## src/rtl/lcd_frame_sched_if.sv

```systemverilog
// Scheduler <-> SPI transmitter / pixel source bundle.
// master = frame scheduler, slave = transmitter plus pixel source side.
interface lcd_frame_sched_if;
    logic        o_tx_we;
    logic        o_tx_mode;
    logic [15:0] o_tx_data;
    logic        i_tx_init_done;
    logic        i_tx_running;
    logic        o_pix_req;
    logic [7:0]  o_pix_x;
    logic [7:0]  o_pix_y;
    logic [15:0] i_pix_data;
    logic        i_pix_vld;

    modport master (
        output o_tx_we, o_tx_mode, o_tx_data,
        output o_pix_req, o_pix_x, o_pix_y,
        input  i_tx_init_done, i_tx_running,
        input  i_pix_data, i_pix_vld
    );

    modport slave (
        input  o_tx_we, o_tx_mode, o_tx_data,
        input  o_pix_req, o_pix_x, o_pix_y,
        output i_tx_init_done, i_tx_running,
        output i_pix_data, i_pix_vld
    );
endinterface

```

## src/rtl/lcd_frame_sched.sv

```systemverilog
// SPI LCD frame sequencer: CASET/RASET/RAMWR preamble, then credit-paced pixels.
// Optional internal colour-bar source: LCD_SCHED_TEST_PATTERN_EN.
module lcd_frame_sched #(
    parameter int H_ACTIVE     = 128,
    parameter int V_ACTIVE     = 160,
    parameter int X_OFS        = 0,
    parameter int Y_OFS        = 0,
    parameter int FIFO_DEPTH   = 256,
    parameter int DRAIN_PERIOD = 32,
    parameter int DRAIN_QUAL   = 4
) (
    input  logic clk,
    input  logic resetn,
    input  logic i_en,
    input  logic i_start,
`ifdef LCD_SCHED_TEST_PATTERN_EN
    input  logic i_pattern,
`endif
    output logic o_busy,
    output logic o_frame_done,
    lcd_frame_sched_if.master bus
);

    typedef enum logic [2:0] {
        IDLE, WAIT_INIT, CMD, CMD_DRAIN, PIX, PIX_DRAIN, DONE
    } state_t;

    localparam logic [7:0]  XS       = 8'(X_OFS);
    localparam logic [7:0]  XE       = 8'(X_OFS + H_ACTIVE - 1);
    localparam logic [7:0]  YS       = 8'(Y_OFS);
    localparam logic [7:0]  YE       = 8'(Y_OFS + V_ACTIVE - 1);
    localparam logic [7:0]  XMAX     = 8'(H_ACTIVE - 1);
    localparam logic [7:0]  YMAX     = 8'(V_ACTIVE - 1);
    localparam logic [8:0]  FULL     = 9'(FIFO_DEPTH);
    localparam logic [15:0] PER_MAX  = 16'(DRAIN_PERIOD - 1);
    localparam logic [7:0]  QUAL_MAX = 8'(DRAIN_QUAL - 1);

    state_t      state_q, state_d;
    logic [8:0]  credits_q, credits_d;
    logic [15:0] per_q, per_d;
    logic [7:0]  qual_q, qual_d;
    logic [3:0]  widx_q, widx_d;
    logic [7:0]  x_q, x_d;
    logic [7:0]  y_q, y_d;
    logic        we_q, we_d;
    logic        mode_q, mode_d;
    logic [15:0] data_q, data_d;
    logic        req_q, req_d;
    logic        pend_q, pend_d;
    logic [15:0] pdata_q, pdata_d;
    logic        busy_q, busy_d;
    logic        done_q, done_d;
    logic        pat_q, pat_d;

    logic        ret, drained, drain_done, adv, can_wr;
    logic [15:0] cmd_word;
    logic [15:0] pat_px;

    always_comb begin
        case (widx_q)
            4'd0:    cmd_word = 16'h2A00;
            4'd2:    cmd_word = {XS, 8'h01};
            4'd4:    cmd_word = {XE, 8'h01};
            4'd5:    cmd_word = 16'h2B00;
            4'd7:    cmd_word = {YS, 8'h01};
            4'd9:    cmd_word = {YE, 8'h01};
            4'd10:   cmd_word = 16'h2C00;
            default: cmd_word = 16'h0001;
        endcase
    end

`ifdef LCD_SCHED_TEST_PATTERN_EN
    logic [10:0] bar;

    always_comb begin
        bar = {x_q, 3'b000} / 11'(H_ACTIVE);
        case (bar)
            11'd0:   pat_px = 16'hFFFF;
            11'd1:   pat_px = 16'hFFE0;
            11'd2:   pat_px = 16'h07FF;
            11'd3:   pat_px = 16'h07E0;
            11'd4:   pat_px = 16'hF81F;
            11'd5:   pat_px = 16'hF800;
            11'd6:   pat_px = 16'h001F;
            default: pat_px = 16'h0000;
        endcase
    end
`else
    assign pat_px = 16'h0000;
`endif

    // A strobe-free cycle is required between writes.
    assign can_wr  = !we_q && (credits_q != 9'd0);
    assign drained = !bus.i_tx_running && !we_q && (qual_q == QUAL_MAX);

    always_comb begin
        state_d    = state_q;
        credits_d  = credits_q;
        per_d      = per_q;
        qual_d     = qual_q;
        widx_d     = widx_q;
        x_d        = x_q;
        y_d        = y_q;
        we_d       = 1'b0;
        mode_d     = mode_q;
        data_d     = data_q;
        req_d      = req_q;
        pend_d     = pend_q;
        pdata_d    = pdata_q;
        done_d     = 1'b0;
        pat_d      = pat_q;
        ret        = 1'b0;
        drain_done = 1'b0;
        adv        = 1'b0;

        if (bus.i_tx_running) begin
            if (per_q == PER_MAX) begin
                per_d = 16'd0;
                ret   = 1'b1;
            end else begin
                per_d = per_q + 16'd1;
            end
        end

        if (bus.i_tx_running || we_q) begin
            qual_d = 8'd0;
        end else if (qual_q != QUAL_MAX) begin
            qual_d = qual_q + 8'd1;
        end

        case (state_q)
            IDLE: begin
                x_d    = 8'd0;
                y_d    = 8'd0;
                widx_d = 4'd0;
                req_d  = 1'b0;
                pend_d = 1'b0;
                if (i_start && i_en) begin
                    state_d = WAIT_INIT;
`ifdef LCD_SCHED_TEST_PATTERN_EN
                    pat_d   = i_pattern;
`else
                    pat_d   = 1'b0;
`endif
                end
            end
            WAIT_INIT: begin
                if (bus.i_tx_init_done) state_d = CMD;
            end
            CMD: begin
                if (can_wr) begin
                    we_d   = 1'b1;
                    data_d = cmd_word;
                    if (widx_q == 4'd10) begin
                        widx_d  = 4'd0;
                        state_d = CMD_DRAIN;
                    end else begin
                        widx_d = widx_q + 4'd1;
                    end
                end
            end
            CMD_DRAIN: begin
                if (drained) begin
                    drain_done = 1'b1;
                    mode_d     = 1'b1;
                    state_d    = PIX;
                end
            end
            PIX: begin
                if (pat_q) begin
                    if (can_wr) begin
                        we_d   = 1'b1;
                        data_d = pat_px;
                        adv    = 1'b1;
                    end
                end else if (pend_q) begin
                    if (can_wr) begin
                        we_d   = 1'b1;
                        data_d = pdata_q;
                        pend_d = 1'b0;
                        adv    = 1'b1;
                    end
                end else if (req_q) begin
                    if (bus.i_pix_vld) begin
                        req_d   = 1'b0;
                        pend_d  = 1'b1;
                        pdata_d = bus.i_pix_data;
                    end
                end else begin
                    req_d = 1'b1;
                end
                if (adv) begin
                    if (x_q == XMAX) begin
                        x_d = 8'd0;
                        y_d = y_q + 8'd1;
                        if (y_q == YMAX) state_d = PIX_DRAIN;
                    end else begin
                        x_d = x_q + 8'd1;
                    end
                end
            end
            PIX_DRAIN: begin
                if (drained) begin
                    drain_done = 1'b1;
                    mode_d     = 1'b0;
                    state_d    = DONE;
                end
            end
            DONE: begin
                done_d  = 1'b1;
                state_d = IDLE;
            end
            default: state_d = IDLE;
        endcase

        if (we_d && !ret) begin
            credits_d = credits_q - 9'd1;
        end else if (ret && !we_d && credits_q != FULL) begin
            credits_d = credits_q + 9'd1;
        end
        if (drain_done) credits_d = FULL;

        // Abort wins over everything, including a pending frame-done.
        if (!i_en) begin
            state_d   = IDLE;
            we_d      = 1'b0;
            mode_d    = 1'b0;
            req_d     = 1'b0;
            pend_d    = 1'b0;
            x_d       = 8'd0;
            y_d       = 8'd0;
            widx_d    = 4'd0;
            credits_d = FULL;
            per_d     = 16'd0;
            done_d    = 1'b0;
        end

        busy_d = (state_d != IDLE);
    end

    always_ff @(posedge clk or negedge resetn) begin
        if (!resetn) begin
            state_q   <= IDLE;
            credits_q <= FULL;
            per_q     <= 16'd0;
            qual_q    <= 8'd0;
            widx_q    <= 4'd0;
            x_q       <= 8'd0;
            y_q       <= 8'd0;
            we_q      <= 1'b0;
            mode_q    <= 1'b0;
            data_q    <= 16'h0000;
            req_q     <= 1'b0;
            pend_q    <= 1'b0;
            pdata_q   <= 16'h0000;
            busy_q    <= 1'b0;
            done_q    <= 1'b0;
            pat_q     <= 1'b0;
        end else begin
            state_q   <= state_d;
            credits_q <= credits_d;
            per_q     <= per_d;
            qual_q    <= qual_d;
            widx_q    <= widx_d;
            x_q       <= x_d;
            y_q       <= y_d;
            we_q      <= we_d;
            mode_q    <= mode_d;
            data_q    <= data_d;
            req_q     <= req_d;
            pend_q    <= pend_d;
            pdata_q   <= pdata_d;
            busy_q    <= busy_d;
            done_q    <= done_d;
            pat_q     <= pat_d;
        end
    end

    assign bus.o_tx_we   = we_q;
    assign bus.o_tx_mode = mode_q;
    assign bus.o_tx_data = data_q;
    assign bus.o_pix_req = req_q;
    assign bus.o_pix_x   = x_q;
    assign bus.o_pix_y   = y_q;
    assign o_busy        = busy_q;
    assign o_frame_done  = done_q;

endmodule

```

## src/flat_wrapper.sv

```systemverilog
// flat-port wrapper written by rule: the top's interface ports become plain ports
module lcd_frame_sched_flat 
#(
    parameter int H_ACTIVE     = 128,
    parameter int V_ACTIVE     = 160,
    parameter int X_OFS        = 0,
    parameter int Y_OFS        = 0,
    parameter int FIFO_DEPTH   = 256,
    parameter int DRAIN_PERIOD = 32,
    parameter int DRAIN_QUAL   = 4
)
  (clk, resetn, i_en, i_start, o_busy, o_frame_done, bus_o_tx_we, bus_o_tx_mode, bus_o_tx_data, bus_o_pix_req, bus_o_pix_x, bus_o_pix_y, bus_i_tx_init_done, bus_i_tx_running, bus_i_pix_data, bus_i_pix_vld);
  lcd_frame_sched_if bus_i ();
  input  logic clk;
  input  logic resetn;
  input  logic i_en;
  input  logic i_start;
  output logic o_busy;
  output logic o_frame_done;
  output wire logic [$bits(bus_i.o_tx_we)-1:0] bus_o_tx_we;
  output wire logic [$bits(bus_i.o_tx_mode)-1:0] bus_o_tx_mode;
  output wire logic [$bits(bus_i.o_tx_data)-1:0] bus_o_tx_data;
  output wire logic [$bits(bus_i.o_pix_req)-1:0] bus_o_pix_req;
  output wire logic [$bits(bus_i.o_pix_x)-1:0] bus_o_pix_x;
  output wire logic [$bits(bus_i.o_pix_y)-1:0] bus_o_pix_y;
  input wire logic [$bits(bus_i.i_tx_init_done)-1:0] bus_i_tx_init_done;
  input wire logic [$bits(bus_i.i_tx_running)-1:0] bus_i_tx_running;
  input wire logic [$bits(bus_i.i_pix_data)-1:0] bus_i_pix_data;
  input wire logic [$bits(bus_i.i_pix_vld)-1:0] bus_i_pix_vld;
  assign bus_o_tx_we = bus_i.o_tx_we;
  assign bus_o_tx_mode = bus_i.o_tx_mode;
  assign bus_o_tx_data = bus_i.o_tx_data;
  assign bus_o_pix_req = bus_i.o_pix_req;
  assign bus_o_pix_x = bus_i.o_pix_x;
  assign bus_o_pix_y = bus_i.o_pix_y;
  assign bus_i.i_tx_init_done = bus_i_tx_init_done;
  assign bus_i.i_tx_running = bus_i_tx_running;
  assign bus_i.i_pix_data = bus_i_pix_data;
  assign bus_i.i_pix_vld = bus_i_pix_vld;
  lcd_frame_sched #(.H_ACTIVE(H_ACTIVE), .V_ACTIVE(V_ACTIVE), .X_OFS(X_OFS), .Y_OFS(Y_OFS), .FIFO_DEPTH(FIFO_DEPTH), .DRAIN_PERIOD(DRAIN_PERIOD), .DRAIN_QUAL(DRAIN_QUAL)) u_core (.clk(clk), .resetn(resetn), .i_en(i_en), .i_start(i_start), .o_busy(o_busy), .o_frame_done(o_frame_done), .bus(bus_i));
endmodule
```

## config.mk

```make
export PLATFORM = sky130hd
export DESIGN_NAME = lcd_frame_sched_flat
export DESIGN_NICKNAME = d
export VERILOG_FILES = /design/src/rtl/lcd_frame_sched_if.sv /design/src/rtl/lcd_frame_sched.sv /design/src/flat_wrapper.sv
export SDC_FILE = /design/constraint.sdc
export NUM_CORES = 1
export LEC_CHECK = 0
export BUFFER_PORTS_ARGS = -buffer_cell sky130_fd_sc_hd__buf_2
export CAP_MARGIN = 20
export CORE_ASPECT_RATIO = 0.9
export CORE_MARGIN = 1
export CORE_UTILIZATION = 52
export CTS_BUF_LIST = sky130_fd_sc_hd__clkbuf_8 sky130_fd_sc_hd__clkbuf_16
export DETAILED_ROUTE_END_ITERATION = 7
export GPL_TIMING_DRIVEN = 0
export PLACE_DENSITY = 0.76
export RECOVER_POWER = 50
export SLEW_MARGIN = 15
export SYNTH_ARGS = -nofsm -noshare
export SYNTH_HDL_FRONTEND = slang
export SYNTH_SLANG_ARGS = --single-unit
```

## constraint.sdc

```tcl
create_clock -name clk -period 3.2 [get_ports clk]
set_clock_uncertainty 0.2 [all_clocks]
set_input_delay 0.48 -clock clk [delete_from_list [all_inputs] [get_ports clk]]
set_output_delay 0.48 -clock clk [all_outputs]
set_load 0.03 [all_outputs]
```

==> flow_metrics.py <==
metrics = {
    "routing": {
        "drtAntennaViolNets": 0,
        "wl_per_cell_um": 14.25,
        "drt-pass1-iter-count": 5,
        "drc": 0,
        "totalWireLength_mm": 10.18,
        "via_per_inst": 5.563,
        "drt_iter0_drc": 251,
        "num_vias": 3972,
    },
    "flow_run": {
        "max_cap_viol_count": 0,
    },
    "worst_setup_path": {
        "slowest_stage": "or4_4",
        "critical_path.max_fanout": 4,
        "r2r-start": "u_core.per_q[14]",
        "path_cells": "or4b_1 -> or4_4 -> nand3_4 -> xnor2_2 -> ha_2 -> nor2_2 -> nand2_1 -> a21oi_2 -> nor2_1 -> o32ai_2 -> nor3_1 -> a21oi_1",
        "crit_required_ns": 3.29,
        "crit_path_end_kind": "flop",
        "cp-startpoint": "u_core.per_q[14]",
        "slowest_delay_ns": 0.57,
        "arrival_ns": 3.25,
        "startpoint_type": "flop",
        "criticalPathCategory": "reg2reg",
    },
    "grt": {
        "grt_pass1_vias": 3738,
        "grt_pass1_wl_mm": 16.82,
        "track_usage_pct": 22.45,
        "antenna_found_initial": 0,
        "grt-ovfl-total": 0,
        "grt_max_degree": 49,
    },
    "clock_network": {
        "cts_sinks": 94,
        "clock_latency_ns": 0.35,
        "clk_path_buf_depth": 2,
        "cts-root-buf": "clkbuf_8",
        "cts_tree": "done",
        "clk_pin_slew_worst_paths_ns": 0.10,
        "cts_inserted_buffers": 9,
        "htreeDepth": 3,
    },
    "sta": {
        "setup-tns-final_ns": 0,
        "max_slew_margin_pct": 25.27,
        "fin_crit_sh_pct": 98.71,
        "max_clock_freq_mhz": 316.6,
        "setup_violations": 0,
        "drv_slew": 0,
        "tightest_slew_ns": 1.121,
        "grt_setup_unrepaired": "yes",
        "finalWorstSetupSlack_ns": 0.04142,
        "finalHoldViolations": 0,
        "finalCriticalPeriod_ns": 3.159,
    },
    "floorplanning": {
        "die_x_um": 103.0,
        "rows": 32,
        "die-area_sq_um": 9577,
        "start_util_pct": 54.74,
        "ios": 60,
        "core_area_sq_um": 8728,
        "die_h_um": 92.94,
    },
    "synthesis": {
        "avgSynthCellArea_sq_um": 9.406,
        "synth_top_area_share_pct": 48.70,
        "ys_warn_count": 0,
        "synth_area_leaders": "dfrtp_1 49%, nand2_1 5.1%, o21ai_0 4.7%",
        "synthDistinctLibCells": 52,
        "yosysSeqAreaShare_pct": 49.25,
        "synth_edf_count": 0,
        "synth_area_sq_um": 4778,
        "ys_seq_elements": 94,
        "synth_fp_nets": 538,
        "synthTopCellsByCount": "93 x dfrtp_1, 65 x nand2_1, 54 x nor2_1",
        "synthFlopType": "dfrtp_1",
        "syn_inst": 508,
        "async_reset_ff_share_pct": 100.0,
        "yosysMostFrequentCell": "dfrtp_1",
        "yosys.area.top_type": "dfrtp_1",
    },
    "final_layout": {
        "diodes": 0,
        "nFillCells": 752,
        "nNetsFinal": 621,
        "instances_no_fill": 714,
        "final_layout_size_suffix_gt1_share_pct": 20.17,
        "utilization_pct": 64.06,
        "synthToLayoutAreaGrowth_pct": 17.02,
    },
    "pwr": {
        "powerDensity_nw_per_um2": 420.8,
        "power_mw": 2.353,
        "vdd_drop_max_mv": 0.2667,
        "p_leak_nw": 2.576,
    },
    "placement": {
        "gp_congestion": 0.8357,
        "port_buffers": 59,
        "dp_cells": 687,
        "pre_cts_ws_ns": -0.2851,
        "dp_hpwl_mm": 7.185,
    },
    "outcome": {
        "status": "completed",
    },
    "hold_path": {
        "hp-class": "in2reg",
        "min_from": "bus_i_pix_data[12]",
    },
}
## critical path, delay by kind of cell (launching register included)
kind	cells	cell delay (ns)
XOR/XNOR	1	0.07
AND/OR/NAND/NOR	7	1.62
AO/OA/AOI/OAI	3	0.56
adder cells (fa/ha/maj)	1	0.21
flip-flops	1	0.44
## cell type report
cell class / instances / area [sq um] / area share [%]
Sequential cell: 94 / 2355 / 42.11
Clock inverter: 6 / 87.58 / 1.566
Timing Repair Buffer: 73 / 384.1 / 6.870
Clock buffer: 9 / 123.9 / 2.215
Inverter: 14 / 52.55 / 0.9398
Tap cell: 119 / 148.9 / 2.663
Buffer: 19 / 72.57 / 1.298
Multi-Input combinational cell: 380 / 2367 / 42.34
## what timing repair did
item,CTS,global route
resized for setup,6,9
pin swaps,0,7
endpoints found under the setup margin,5,5
hold buffers,1,0
hold endpoints to repair,46,0
buffers inserted,5,7
## path summary, 6_finish.rpt
kind                                       endpoint  slack, ns  depth (start not counted)
max                             u_core.credits_q[8]       0.04                         12
min                              u_core.pdata_q[12]       0.16                          2
min in group asynchronous     u_core.bus.o_pix_x[5]       0.68                          2
max in group asynchronous          u_core.per_q[14]       0.39                          3
max reg2reg                     u_core.credits_q[8]       0.04                         12
min reg2reg                u_core.bus.o_tx_data[12]       0.28                          2
## layer usage
metal / track usage [%] / share of wire, %
met5: 0 / 0
met4: 6.690 / 1.4
met2: 36.56 / 48
met3: 5.811 / 4.7
met1: 29.28 / 46
## registers in the layout, indices dropped and copies added, names as in the netlist
name                  cells
u_core.bus.o_pix_req      1
u_core.bus.o_pix_x        8
u_core.bus.o_pix_y        8
u_core.bus.o_tx_data     16
u_core.bus.o_tx_mode      1
u_core.bus.o_tx_we        1
u_core.credits_q          9
u_core.o_busy             1
u_core.o_frame_done       1
u_core.pdata_q           16
u_core.pend_q             1
u_core.per_q             16
u_core.qual_q             8
u_core.state_q            3
u_core.widx_q             4
## cell usage in the layout, fill, tap and decap left out, types with 3 or more instances in the layout
cell type / n
nand4_1: 7
xnor2_1: 11
dfrtp_1: 92
xor2_1: 19
clkbuf_8: 9
nor3b_1: 7
buf_4: 12
nand2_1: 65
o31ai_1: 5
or3_1: 8
clkbuf_1: 31
or4_4: 3
nand3_1: 19
inv_1: 15
nor2_1: 53
mux2_2: 17
a21oi_1: 25
or2_2: 5
o21ai_0: 43
mux2i_1: 5
o22ai_1: 3
a31oi_1: 3
ha_1: 5
nor3_1: 10
nor4_1: 5
and3_1: 7
nor2b_1: 7
buf_2: 47
nand2b_1: 11
## where the power goes
part           switching, mW  internal (mW)
Clock                  0.412          0.436
Sequential            0.0294           1.22
Combinational          0.170         0.0833
## per-stage QoR
step	hold WS, ns	instance area, sq um
6_report	0.1596	5592
5_1_grt	0.1331	5592
4_1_cts	0.1401	5544
3_5_place_dp	0.2624	5253
3_3_place_gp	0.2523	5223
2_1_floorplan	-0.01559	4778
## cell families (layout without fill, tap and decap cells)
| family | Yosys count | count (layout) | synth area share, % |
|---|---|---|---|
| XOR/XNOR | 31 | 31 | 5.682 |
| multiplexers | 22 | 22 | 5.054 |
| buffers and inverters | 34 | 121 | 2.854 |
| adder cells (fa/ha/maj) | 7 | 7 | 1.833 |
| AND/OR/NAND/NOR | 223 | 223 | 23.25 |
| flip-flops | 94 | 94 | 49.25 |
| AO/OA/AOI/OAI | 97 | 97 | 12.07 |
Note: power is estimated with default switching activity, not from simulation.
